File: src/rtl/edge_detector_bank.sv
// edge_detector_bank: per-channel input synchroniser, debouncer and qualified edge-event detector
// Ports:
//   clk            rising-edge clock for all state
//   async_reset    active-low asynchronous reset; release must be synchronous to clk
//   signal_input   raw asynchronous inputs, one bit per channel
//   edge_mode      two bits per channel: bit 0 enables rising, bit 1 enables falling events
//   event_clear    per-channel clear of event_pending (a simultaneous new event wins)
//   signal_level   debounced level per channel
//   signal_output  one-cycle pulse after a qualified debounced level change
//   event_pending  sticky per-channel flag set by each pulse
module edge_detector_bank #(
    parameter int CHANNELS        = 4,
    parameter int SYNC_STAGES     = 2,
    parameter int DEBOUNCE_CYCLES = 4
) (
    input  logic                  clk,
    input  logic                  async_reset,
    input  logic [CHANNELS-1:0]   signal_input,
    input  logic [2*CHANNELS-1:0] edge_mode,
    input  logic [CHANNELS-1:0]   event_clear,
    output logic [CHANNELS-1:0]   signal_level,
    output logic [CHANNELS-1:0]   signal_output,
    output logic [CHANNELS-1:0]   event_pending
);
    localparam int CW = $clog2(DEBOUNCE_CYCLES + 1);
    localparam logic [CW-1:0] CNT_LAST = CW'(DEBOUNCE_CYCLES - 1);

    logic [SYNC_STAGES-1:0][CHANNELS-1:0] sync_q, sync_d;
    logic [CHANNELS-1:0][CW-1:0]          cnt_q, cnt_d;
    logic [CHANNELS-1:0]                  level_q, level_d, pulse_q, pulse_d, pend_q, pend_d;
    logic [CHANNELS-1:0]                  sync;

    assign sync = sync_q[SYNC_STAGES-1];

    always_comb begin
        sync_d  = {sync_q[SYNC_STAGES-2:0], signal_input};
        cnt_d   = '0;
        level_d = level_q;
        pulse_d = '0;
        for (int i = 0; i < CHANNELS; i++) begin
            // The counter only runs while the synchronised input disagrees with the accepted level;
            // any agreeing sample restarts the stability window.
            if (sync[i] != level_q[i]) begin
                if (cnt_q[i] == CNT_LAST) begin
                    level_d[i] = sync[i];
                    pulse_d[i] = sync[i] ? edge_mode[2*i] : edge_mode[2*i+1];
                end else begin
                    cnt_d[i] = cnt_q[i] + CW'(1);
                end
            end
        end
        pend_d = pulse_d | (pend_q & ~event_clear);
    end

    always_ff @(posedge clk or negedge async_reset) begin
        if (!async_reset) begin
            sync_q  <= '0;
            cnt_q   <= '0;
            level_q <= '0;
            pulse_q <= '0;
            pend_q  <= '0;
        end else begin
            sync_q  <= sync_d;
            cnt_q   <= cnt_d;
            level_q <= level_d;
            pulse_q <= pulse_d;
            pend_q  <= pend_d;
        end
    end

    assign signal_level  = level_q;
    assign signal_output = pulse_q;
    assign event_pending = pend_q;
endmodule

File: config.mk
export PLATFORM = sky130hd
export DESIGN_NAME = edge_detector_bank
export DESIGN_NICKNAME = d
export VERILOG_FILES = /design/src/rtl/edge_detector_bank.sv
export SDC_FILE = /design/constraint.sdc
export NUM_CORES = 1
export LEC_CHECK = 0
export BUFFER_PORTS_ARGS = -buffer_cell sky130_fd_sc_hd__buf_2
export CAP_MARGIN = 20
export CORE_ASPECT_RATIO = 0.6
export CORE_UTILIZATION = 54
export CTS_CLUSTER_SIZE = 8
export DETAILED_ROUTE_END_ITERATION = 16
export PLACE_DENSITY = 0.81
export SYNTH_ARGS = -nofsm -noshare
export SYNTH_HDL_FRONTEND = slang
export SYNTH_SLANG_ARGS = --single-unit
File: constraint.sdc
create_clock -name clk -period 2.2 [get_ports clk]
set_input_delay 0.22 -clock clk [delete_from_list [all_inputs] [get_ports clk]]
set_output_delay 0.22 -clock clk [all_outputs]
set_load 0.02 [all_outputs]
# After elaboration in Yosys (flattened, before gate mapping)
# Cells that the tools add are included.
dict set report totals {
  ff_bits 32
  in_bits 18
  out_inout_bits 12
  word_cells 51
}
dict set report op_classes {
  add_sub_neg 4
  n_eq_ne 8
  mux 20
  bitwise 3
  n_reduce_logical 4
}
# op n
set op_table {}
lappend op_table {{2-to-1 mux 3 bit} 8}
lappend op_table {{adder 3 x 1 -> 3 bit, second input constant} 4}
lappend op_table {{== test 3 x 2 -> 1 bit, second input constant} 4}
lappend op_table {{2-to-1 mux 1 bit} 12}
lappend op_table {{AND reduction 2 bit} 4}
lappend op_table {{AND 4 bit} 1}
lappend op_table {{inequality test 1 bit} 4}
lappend op_table {{NOT 4 bit} 1}
lappend op_table {{bitwise OR 4 bit} 1}

# Depth between registers and ports, before layout
# Gate-level depths: netlist (run 1).
dict set report depth {
  ltp_word 4
  depth_mapped 3
  mapped_depth_nobuf 3
}

# Worst setup path before layout (run 1)
# OpenSTA, ideal clock, no wires.
dict set report synth_timing {
  path_type {register to register}
  start {reg cnt_q[3] (netlist bit)}
  end {reg level_q[1] (netlist: signal_level[1])}
  setup_ns 0.125
  arrival_ns 0.976
  required_time_ns 2.075
  setup_slack_ns 1.100
  path_stages_with_launch 4
  n_path_buf 0
  period_less_slack_ns 1.100
  cell_sequence {dfrtp_1 > ha_1 > nor2b_4 > mux2_2}
}
dict set report synth_between {
  elab_chain_cells 2
}
# item line
set synth_lines {}
lappend synth_lines {{start, declared} 29} ;# logic [CHANNELS-1:0][CW-1:0] cnt_q, cnt_d;
lappend synth_lines {{start signal, assigned} 64} ;# cnt_q <= cnt_d;
lappend synth_lines {{== test 3 x 2 -> 1 bit} 44} ;# if (cnt_q[i] == CNT_LAST) begin
lappend synth_lines {{AND reduction 2 bit (no line)} -}
lappend synth_lines {{end signal, assigned} 65} ;# level_q <= level_d;
lappend synth_lines {{end, declared} 30} ;# logic [CHANNELS-1:0] level_q, level_d, pulse_q, pulse_d, pend_q, pend_d;
# No other way between the ends.
# A chain may end at the register's enable or synchronous reset.

# Final worst setup path (run 1)
dict set report layout_timing {
  start {reg cnt_q[9] (netlist bit)}
  end {reg level_q[3] (netlist: signal_level[3])}
}
# The elaborated chain is that of the path after synthesis.

==> results of run 1 <==
sequential cells by signal, summed over array words and instances (netlist names):
signal	count
cnt_q	12
event_pending	4
signal_level	4
signal_output	4
sync	4
sync_d	4
kinds of logic (layout without fill, tap and decap cells):
kind of cell / after synthesis / after routing / synth area share [%]
XOR/XNOR: 4 / 4 / 2.90
AO/OA/AOI/OAI: 8 / 8 / 4.56
multiplexers: 4 / 4 / 3.73
flip-flops: 32 / 32 / 66.4
adder cells (fa/ha/maj): 4 / 4 / 4.15
buffers and inverters: 4 / 42 / 1.24
AND/OR/NAND/NOR: 28 / 28 / 17.0
area by class of cell:
| cell class | count | area (µm²) |
|---|---|---|
| clock buffer | 6 | 72.6 |
| clock inverter | 2 | 35.0 |
| fill | 126 | 463 |
| inverter | 4 | 15.0 |
| multi-input combinational | 48 | 390 |
| sequential | 32 | 801 |
| tap | 28 | 35.0 |
| timing repair buffer | 30 | 155 |
power groups by stage:
stage	registers [W]	logic, W	clock network (W)
3_3_place_gp	0.000790	0.000397	0
6_report	0.000793	0.000416	0.000542
5_1_grt	0.000809	0.000472	0.000574
4_1_cts	0.000795	0.000425	0.000549
3_5_place_dp	0.000806	0.000419	0
2_1_floorplan	0.000848	0.000227	0
per-stage QoR:
stage,hold slack (ps),std cells,util [%],setup WS (ps)
6_report,42.3,150,76.5,999
5_1_grt,28.4,150,76.5,935
4_1_cts,36.9,150,76.5,987
3_5_place_dp,301,141,70.5,994
3_3_place_gp,286,141,70.5,1050
2_1_floorplan,-75.6,84,-,1100
final timing paths:
| path | depth (start not counted) | endpoint | start | slack (ps) |
|---|---|---|---|---|
| worst min register to register | 0 | sync[2]$_DFF_PN0_ | sync_d[6]$_DFF_PN0_ | 360 |
| worst min-delay path | 1 | sync_d[6]$_DFF_PN0_ | signal_input[2] | 40 |
| worst max register to register | 3 | signal_level[3]$_DFFE_PN0P_ | cnt_q[9]$_DFF_PN0_ | 1000 |
| worst max-delay path | 3 | signal_level[3]$_DFFE_PN0P_ | cnt_q[9]$_DFF_PN0_ | 1000 |
| min in group asynchronous | 2 | cnt_q[0]$_DFF_PN0_ | async_reset | 530 |
| max in group asynchronous | 2 | cnt_q[10]$_DFF_PN0_ | async_reset | 1230 |
layout by cell type, fill, tap and decap left out:
cell,instances
dfrtp_1,32
buf_2,29
nor3b_1,8
clkbuf_8,5
xnor2_1,4
nor2b_4,4
nor3_1,4
nand2_1,4
nand3b_1,4
o21ai_0,4
and2_1,4
inv_1,4
a22o_1,4
mux2_2,4
ha_1,4
clkinv_2,1
bufinv_16,1
clkbuf_1,1
dlygate4sd3_1,1
routing by layer:
layer	vias to the layer above	track usage, %	wire length, µm
li1	365	-	-
met1	337	23.0	928
met2	20	34.9	1020
met3	5	8.82	96
met4	0	11.0	29
met5	-	0	0
what timing repair did:
| item | 4_1_cts | 5_1_grt |
|---|---|---|
| buffers inserted | 0 | 0 |
| hold buffers | 1 | 0 |
| hold endpoints to repair | 32 | 0 |
==> impl_metrics.ini, run 1 <==
[run_status]
status = finished, final reports clean

[clocking]
clkLatencyLatePin_ps = 280
htreeDepth = 2
cts-root-buf = clkbuf_8
clk_pin_slew_ps = 70
clock-sinks = 32
cts_resized = 0
cts_buffer_depth = 2
cts_tree = yes
cts-buffers-inserted = 5

[timing]
finalCritPeriodShare_pct = 54.6
fin_tns_setup_ps = 0
slew_headroom_pct = 54.2
min_period_ps = 1200
rsz0062_at_grt = no
worst_slew_pin_slew_ps = 687
max_clock_freq_mhz = 832
finClkSkew_ps = 7.63
hold_viol_final = 0
maxSlewViolCount = 0
setup_violations = 0

[logic_synthesis]
synth_edf_count = 0
synth_area_leaders = dfrtp_1 (66%), nor3b_1 (5.0%), nor2b_4 (4.6%)
synth_warnings = 0
ys_top_cells_by_count = dfrtp_1 (32), nor3b_1 (8)
synth_most_common_cell = dfrtp_1
synth_async_sr_flop_share_pct = 100
synth_top_area_share_pct = 66.4
synth.ff_latch_count = 32
avgSynthCellArea_um2 = 14.4
synth_cell_types = 13
synth_fp_nets = 106
ys_seq_area_share_pct = 66.4
ys.flop_type = dfrtp_1
syn_area_mm2 = 0.00121
synth_top_area_cell = dfrtp_1
synthCells = 84

[die]
die_area_mm2 = 0.00243
die_x_um = 63.0
fp.coreArea_mm2 = 0.00197
io_pins = 30
initial_core_util_pct = 61.3
rows = 12
die_y_um = 38.6

[worst_setup_path]
crit_slowest_cell = dfrtp_1
start_kind = flop
crit_required_ps = 2360
slowest_delay_ps = 360
end_kind = flop
cp_num_buf_inv = 0
crit_fanout = 5
path_cells = ha_1 -> nor2b_4 -> mux2_2
worstPathArrival_ps = 1360
critPathKind = flop to flop
cp_top_family = flip-flops

[pwr]
switching_share_pct = 29.2
p_leak_nw = 0.762
p_clk_share_pct = 31.0
power.internal_w = 0.00124
total_power_w = 0.00175
ir_worst_vdd_mv = 0.739
power.switching_w = 0.000512
combPwrFrac_pct = 23.7
pwr-share-seq_pct = 45.3
powerDensity_mw_per_mm2 = 1160

[finish]
final_area_mm2 = 0.00150
drive_gt1_share_pct = 36.1
n_antenna_cell = 0
area_growth_syn_to_layout_pct = 24.7
layout.nets = 143

[routing]
vias_per_cell = 4.85
drc = 0
num_vias = 727
firstDrtPassIters = 4
ant_nets = 0
first_iter_violations = 20
drt_wl_total_um = 2070
wl_per_cell_um = 13.8

[global_route]
grt_remaining_overflow = 0
track_usage_pct = 20.6
grt_pass1_wl_um = 3390
grt_antenna_before_repair = 0
grt_pass1_vias = 771
grt_max_degree = 33

[hold_path]
min-delay-path-class = input port to flop

[placed_design]
port_buffers = 29
dp_hpwl_um = 1570
placed_cell_area_mm2 = 0.00139
routabilityCongestion = 0.670

[flow_run]
maxCapViolCount = 0
Note: power is estimated with default switching activity, not from simulation.
==> inputs of run 2 (changes only) <==
--- a/config.mk
+++ b/config.mk
@@ -8,10 +8,10 @@
 export BUFFER_PORTS_ARGS = -buffer_cell sky130_fd_sc_hd__buf_2
 export CAP_MARGIN = 20
 export CORE_ASPECT_RATIO = 0.6
-export CORE_UTILIZATION = 54
+export CORE_UTILIZATION = 51
 export CTS_CLUSTER_SIZE = 8
 export DETAILED_ROUTE_END_ITERATION = 16
-export PLACE_DENSITY = 0.81
+export PLACE_DENSITY = 0.77
 export SYNTH_ARGS = -nofsm -noshare
 export SYNTH_HDL_FRONTEND = slang
 export SYNTH_SLANG_ARGS = --single-unit
==> constraint.sdc (replaced) <==
create_clock -name clk -period 1.2 [get_ports clk]
set_input_delay 0.12 -clock clk [delete_from_list [all_inputs] [get_ports clk]]
set_output_delay 0.12 -clock clk [all_outputs]
set_load 0.02 [all_outputs]
==> impl_metrics.ini, run 2 (synthesized netlist as in run 1, its figures left out) <==
[clocking]
cts-buffers-inserted = 5
clkLatencyLatePin_ps = 280
clock-sinks = 32
htreeDepth = 2
cts_tree = yes
cts_buffer_depth = 2
cts-root-buf = clkbuf_8
clk_pin_slew_ps = 60

[hold_path]
min-delay-path-class = input port to flop

[finish]
multiInputGateArea_um2 = 408
top_register = cnt_q
final_cell_mix = dfrtp_1 (32), buf_2 (29), nor3b_1 (8)
drive_gt1_share_pct = 39.7
final-seq-area_um2 = 801
layout.nets = 152
final_common_cell = dfrtp_1
area_growth_syn_to_layout_pct = 31.3
nFillCells = 156
n_antenna_cell = 0
largest_reg_flops = 12
fin_cells = 161

[die]
die_x_um = 64.8
initial_core_util_pct = 54.9
die_area_mm2 = 0.00257
rows = 13
fp.coreArea_mm2 = 0.00220
die_y_um = 39.7
io_pins = 30

[routing]
vias_per_cell = 4.82
firstDrtPassIters = 3
ant_nets = 0
drc = 0
drt_wl_total_um = 1940
num_vias = 776
first_iter_violations = 2
wl_per_cell_um = 12.1

[timing]
fin_tns_setup_ps = 0
finClkSkew_ps = 2.88
finalCritPeriodShare_pct = 97.7
max_clock_freq_mhz = 853
hold_viol_final = 0
worst_slew_pin_slew_ps = 375
min_period_ps = 1170
rsz0062_at_grt = yes
slew_headroom_pct = 75.0
maxSlewViolCount = 0
setup_violations = 0

[global_route]
track_usage_pct = 17.6
grt_max_degree = 33
grt_pass1_wl_um = 2940
grt_pass1_vias = 660
grt_antenna_before_repair = 0
grt_remaining_overflow = 0

[placed_design]
port_buffers = 29
dpl.cell_count = 144
routabilityCongestion = 0.673
dp_hpwl_um = 1380

[worst_setup_path]
crit_slowest_cell = dfrtp_1
crit_required_ps = 1360
cp_num_buf_inv = 0
critPathKind = flop to flop
end_kind = flop
slowest_delay_ps = 350
worstPathArrival_ps = 1330
start_kind = flop
crit_fanout = 4
path_cells = ha_2 -> nor2b_4 -> mux2_2
cp_top_family = flip-flops

[flow_run]
maxCapViolCount = 0

[run_status]
status = finished, final reports clean

[pwr]
ir_worst_vdd_mv = 1.20
p_leak_nw = 0.792
powerDensity_mw_per_mm2 = 1970
[run 2: final cells by class]
type | count | share of cell area (%)
inverters | 4 | 0.948
flip-flops and latches | 32 | 50.6
repair buffers | 39 | 14.7
multi-input cells | 48 | 25.8
well taps | 30 | 2.37
clock buffers | 8 | 5.69
[run 2: stage by stage]
step                      worst slack [ps]  util [%]  hold slack, ps  instance area (µm²)  total power [W]
final                                 27.6      72.1             137                 1580          0.00312
after global routing                 -15.9      72.1             146                 1580          0.00331
after CTS                             6.52      70.3             130                 1540          0.00307
after detailed placement             -16.7      63.6             158                 1400          0.00223
after global placement                46.2      63.6             156                 1400          0.00217
after floorplan                       99.8         -            -176                 1210          0.00197
[run 2: power by group]
part	switching, W	internal [W]	total, W
sequential	0.000159	0.00129	0.00145
combinational	0.000412	0.000445	0.000857
clock	0.000349	0.000467	0.000815
total	0.000919	0.00220	0.00312
[run 2: worst paths after layout]
| kind | from | to | slack [ps] | cells past startpoint |
|---|---|---|---|---|
| worst max-delay path | cnt_q[6]$_DFF_PN0_ | signal_level[2]$_DFFE_PN0P_ | 30 | 3 |
| worst min-delay path | event_clear[0] | event_pending[0]$_DFF_PN0_ | 140 | 3 |
| worst max register to register | cnt_q[6]$_DFF_PN0_ | signal_level[2]$_DFFE_PN0P_ | 30 | 3 |
| worst min register to register | sync_d[5]$_DFF_PN0_ | sync[1]$_DFF_PN0_ | 350 | 0 |
| max in group asynchronous | async_reset | signal_level[0]$_DFFE_PN0P_ | 540 | 3 |
| min in group asynchronous | async_reset | event_pending[1]$_DFF_PN0_ | 380 | 3 |
[run 2: worst reg2reg max path, cell delays in order (launching register included)]
cell     delay [ps]
dfrtp_1         350
ha_2            180
nor2b_4         170
mux2_2          350
[run 2: per-layer routing]
layer	global-route usage [%]	wire length, µm	share of wire, %
met1	19.2	874	45
met2	27.9	902	46
met3	7.85	110	5.7
met4	13.3	55	2.8
met5	0	0	0
[run 2: what timing repair did]
action | 4_1_cts | 5_1_grt
hold buffers | 5 | 0
endpoints found under the hold margin | 36 | 0
endpoints found under the setup margin | 1 | 6
pin swaps | 0 | 2
buffers inserted | 1 | 3
resized for setup | 0 | 6
==> inputs of run 3 (changes only) <==
--- a/config.mk
+++ b/config.mk
@@ -8,9 +8,11 @@
 export BUFFER_PORTS_ARGS = -buffer_cell sky130_fd_sc_hd__buf_2
 export CAP_MARGIN = 20
 export CORE_ASPECT_RATIO = 0.6
+export CORE_MARGIN = 10
 export CORE_UTILIZATION = 51
 export CTS_CLUSTER_SIZE = 8
 export DETAILED_ROUTE_END_ITERATION = 16
+export MAX_ROUTING_LAYER = met4
 export PLACE_DENSITY = 0.77
 export SYNTH_ARGS = -nofsm -noshare
 export SYNTH_HDL_FRONTEND = slang
==> impl_metrics.ini, run 3 (synthesized netlist as in run 1, its figures left out) <==
[pwr]
pwr-share-seq_pct = 46.3
p_leak_nw = 0.796
powerDensity_mw_per_mm2 = 1990
p_clk_share_pct = 27.2
total_power_w = 0.00314
switching_share_pct = 29.4
power.switching_w = 0.000924
combPwrFrac_pct = 26.4
power.internal_w = 0.00222
ir_worst_vdd_mv = 1.31

[finish]
drive_gt1_share_pct = 38.8
nFillCells = 162
area_growth_syn_to_layout_pct = 30.8
final_area_mm2 = 0.00158
top_register = cnt_q
final_cell_mix = dfrtp_1 (32), buf_2 (29), nor3b_1 (8)
fin_cells = 159
final_common_cell = dfrtp_1
final-seq-area_um2 = 801
layout.nets = 151
n_antenna_cell = 0
multiInputGateArea_um2 = 403
largest_reg_flops = 12

[clocking]
cts-root-buf = clkbuf_8
cts-buffers-inserted = 5
htreeDepth = 2
clkLatencyLatePin_ps = 270
clk_pin_slew_ps = 60
cts_buffer_depth = 2
cts_tree = yes
clock-sinks = 32

[timing]
max_clock_freq_mhz = 858
worst_slew_pin_slew_ps = 392
finalCritPeriodShare_pct = 97.1
slew_headroom_pct = 73.9
setup_violations = 0
hold_viol_final = 0
min_period_ps = 1170
maxSlewViolCount = 0
finClkSkew_ps = 1.06

[worst_setup_path]
r2r-start = cnt_q[6]$_DFF_PN0_
worstPathArrival_ps = 1320
ff2ff_setup_slack_ps = 30
start_kind = flop
timing.rr.end = signal_level[2]$_DFFE_PN0P_
crit_required_ps = 1350
critPathKind = flop to flop
reg2regPathDepth = 3
crit_fanout = 5
end_kind = flop

[routing]
first_iter_violations = 31
drc = 0
vias_per_cell = 4.88
ant_nets = 0
num_vias = 776
firstDrtPassIters = 6
wl_per_cell_um = 14.3
drt_wl_total_um = 2280

[placed_design]
dpl.cell_count = 145
dp_hpwl_um = 1650
port_buffers = 29
placed_cell_area_mm2 = 0.00140
routabilityCongestion = 0.746

[die]
die_area_mm2 = 0.00477
die_x_um = 82.8
fp.coreArea_mm2 = 0.00221
io_pins = 30
die_y_um = 57.7
initial_core_util_pct = 54.5
rows = 13

[flow_run]
maxCapViolCount = 0

[hold_path]
min_to = event_pending[2]$_DFF_PN0_
holdCritStartpoint = event_clear[2]
min-delay-path-class = input port to flop
holdPathStages = 3

[global_route]
grt_antenna_before_repair = 0
grt_pass1_wl_um = 3660
track_usage_pct = 10.3
grt_remaining_overflow = 0
grt_pass1_vias = 809
grt_max_degree = 33

[run_status]
status = finished, final reports clean
## run 3: cell types whose count changed in the layout (fill, tap and decap cells not counted)
cell	before	now
clkbuf_8	6	7
clkbuf_1	2	0
ha_2	4	2
ha_1	0	2
buf_4	5	4
## run 3: routing by layer
metal	up-vias	track usage [%]	wire (µm)
met3	0	5.23	239
met2	29	14.7	1000
met4	0	4.28	0
met5	-	-	0
li1	382	-	-
met1	365	11.9	1030
## run 3: power groups by stage
stage               Combinational, W  Clock (W)  Sequential (W)
floorplan                   0.000416          0         0.00155
global placement            0.000749          0         0.00145
detailed placement          0.000781          0         0.00147
CTS                         0.000798   0.000877         0.00145
global route                0.000919   0.000939         0.00149
finish                      0.000831   0.000856         0.00146
## run 3: area by class of cell
class | count | area share (%)
inverter | 4 | 0.952
timing repair buffer | 38 | 14.3
clock buffer | 7 | 6.11
sequential | 32 | 50.8
multi-input combinational | 48 | 25.5
tap | 30 | 2.38
## run 3: critical path: stages (launching register included)
cell	delay [ps]
dfrtp_1	360
ha_2	180
nor2b_4	200
mux2_4	310
## run 3: per-stage QoR
stage	setup slack (ps)	hold slack, ps	utilization [%]	TNS (ps)
global placement	64.7	154	63.5	0
CTS	19.7	150	70.1	0
finish	34.8	155	71.3	0
floorplan	99.8	-176	-	0
global route	-2.47	152	71.3	-4.10
detailed placement	26.5	156	63.5	0
## run 3: what timing repair did
| item | in CTS | in global routing |
|---|---|---|
| hold buffers | 5 | 0 |
| hold endpoints to repair | 36 | 0 |
| buffers inserted | 0 | 2 |
| endpoints found under the setup margin | 0 | 3 |
| resized for setup | 0 | 4 |
## run 3: worst max path at each step
stage	startpoint	endpoint	slack (ps)	cells after the start
2_1_floorplan	cnt_q[3]$_DFF_PN0_	signal_level[1]$_DFFE_PN0P_	100	3
3_3_place_gp	cnt_q[0]$_DFF_PN0_	signal_level[0]$_DFFE_PN0P_	60	3
3_5_place_dp	cnt_q[3]$_DFF_PN0_	signal_level[1]$_DFFE_PN0P_	30	3
4_1_cts	cnt_q[0]$_DFF_PN0_	signal_level[0]$_DFFE_PN0P_	20	3
5_1_grt	cnt_q[0]$_DFF_PN0_	signal_level[0]$_DFFE_PN0P_	-2	3
6_report	cnt_q[6]$_DFF_PN0_	signal_level[2]$_DFFE_PN0P_	30	3
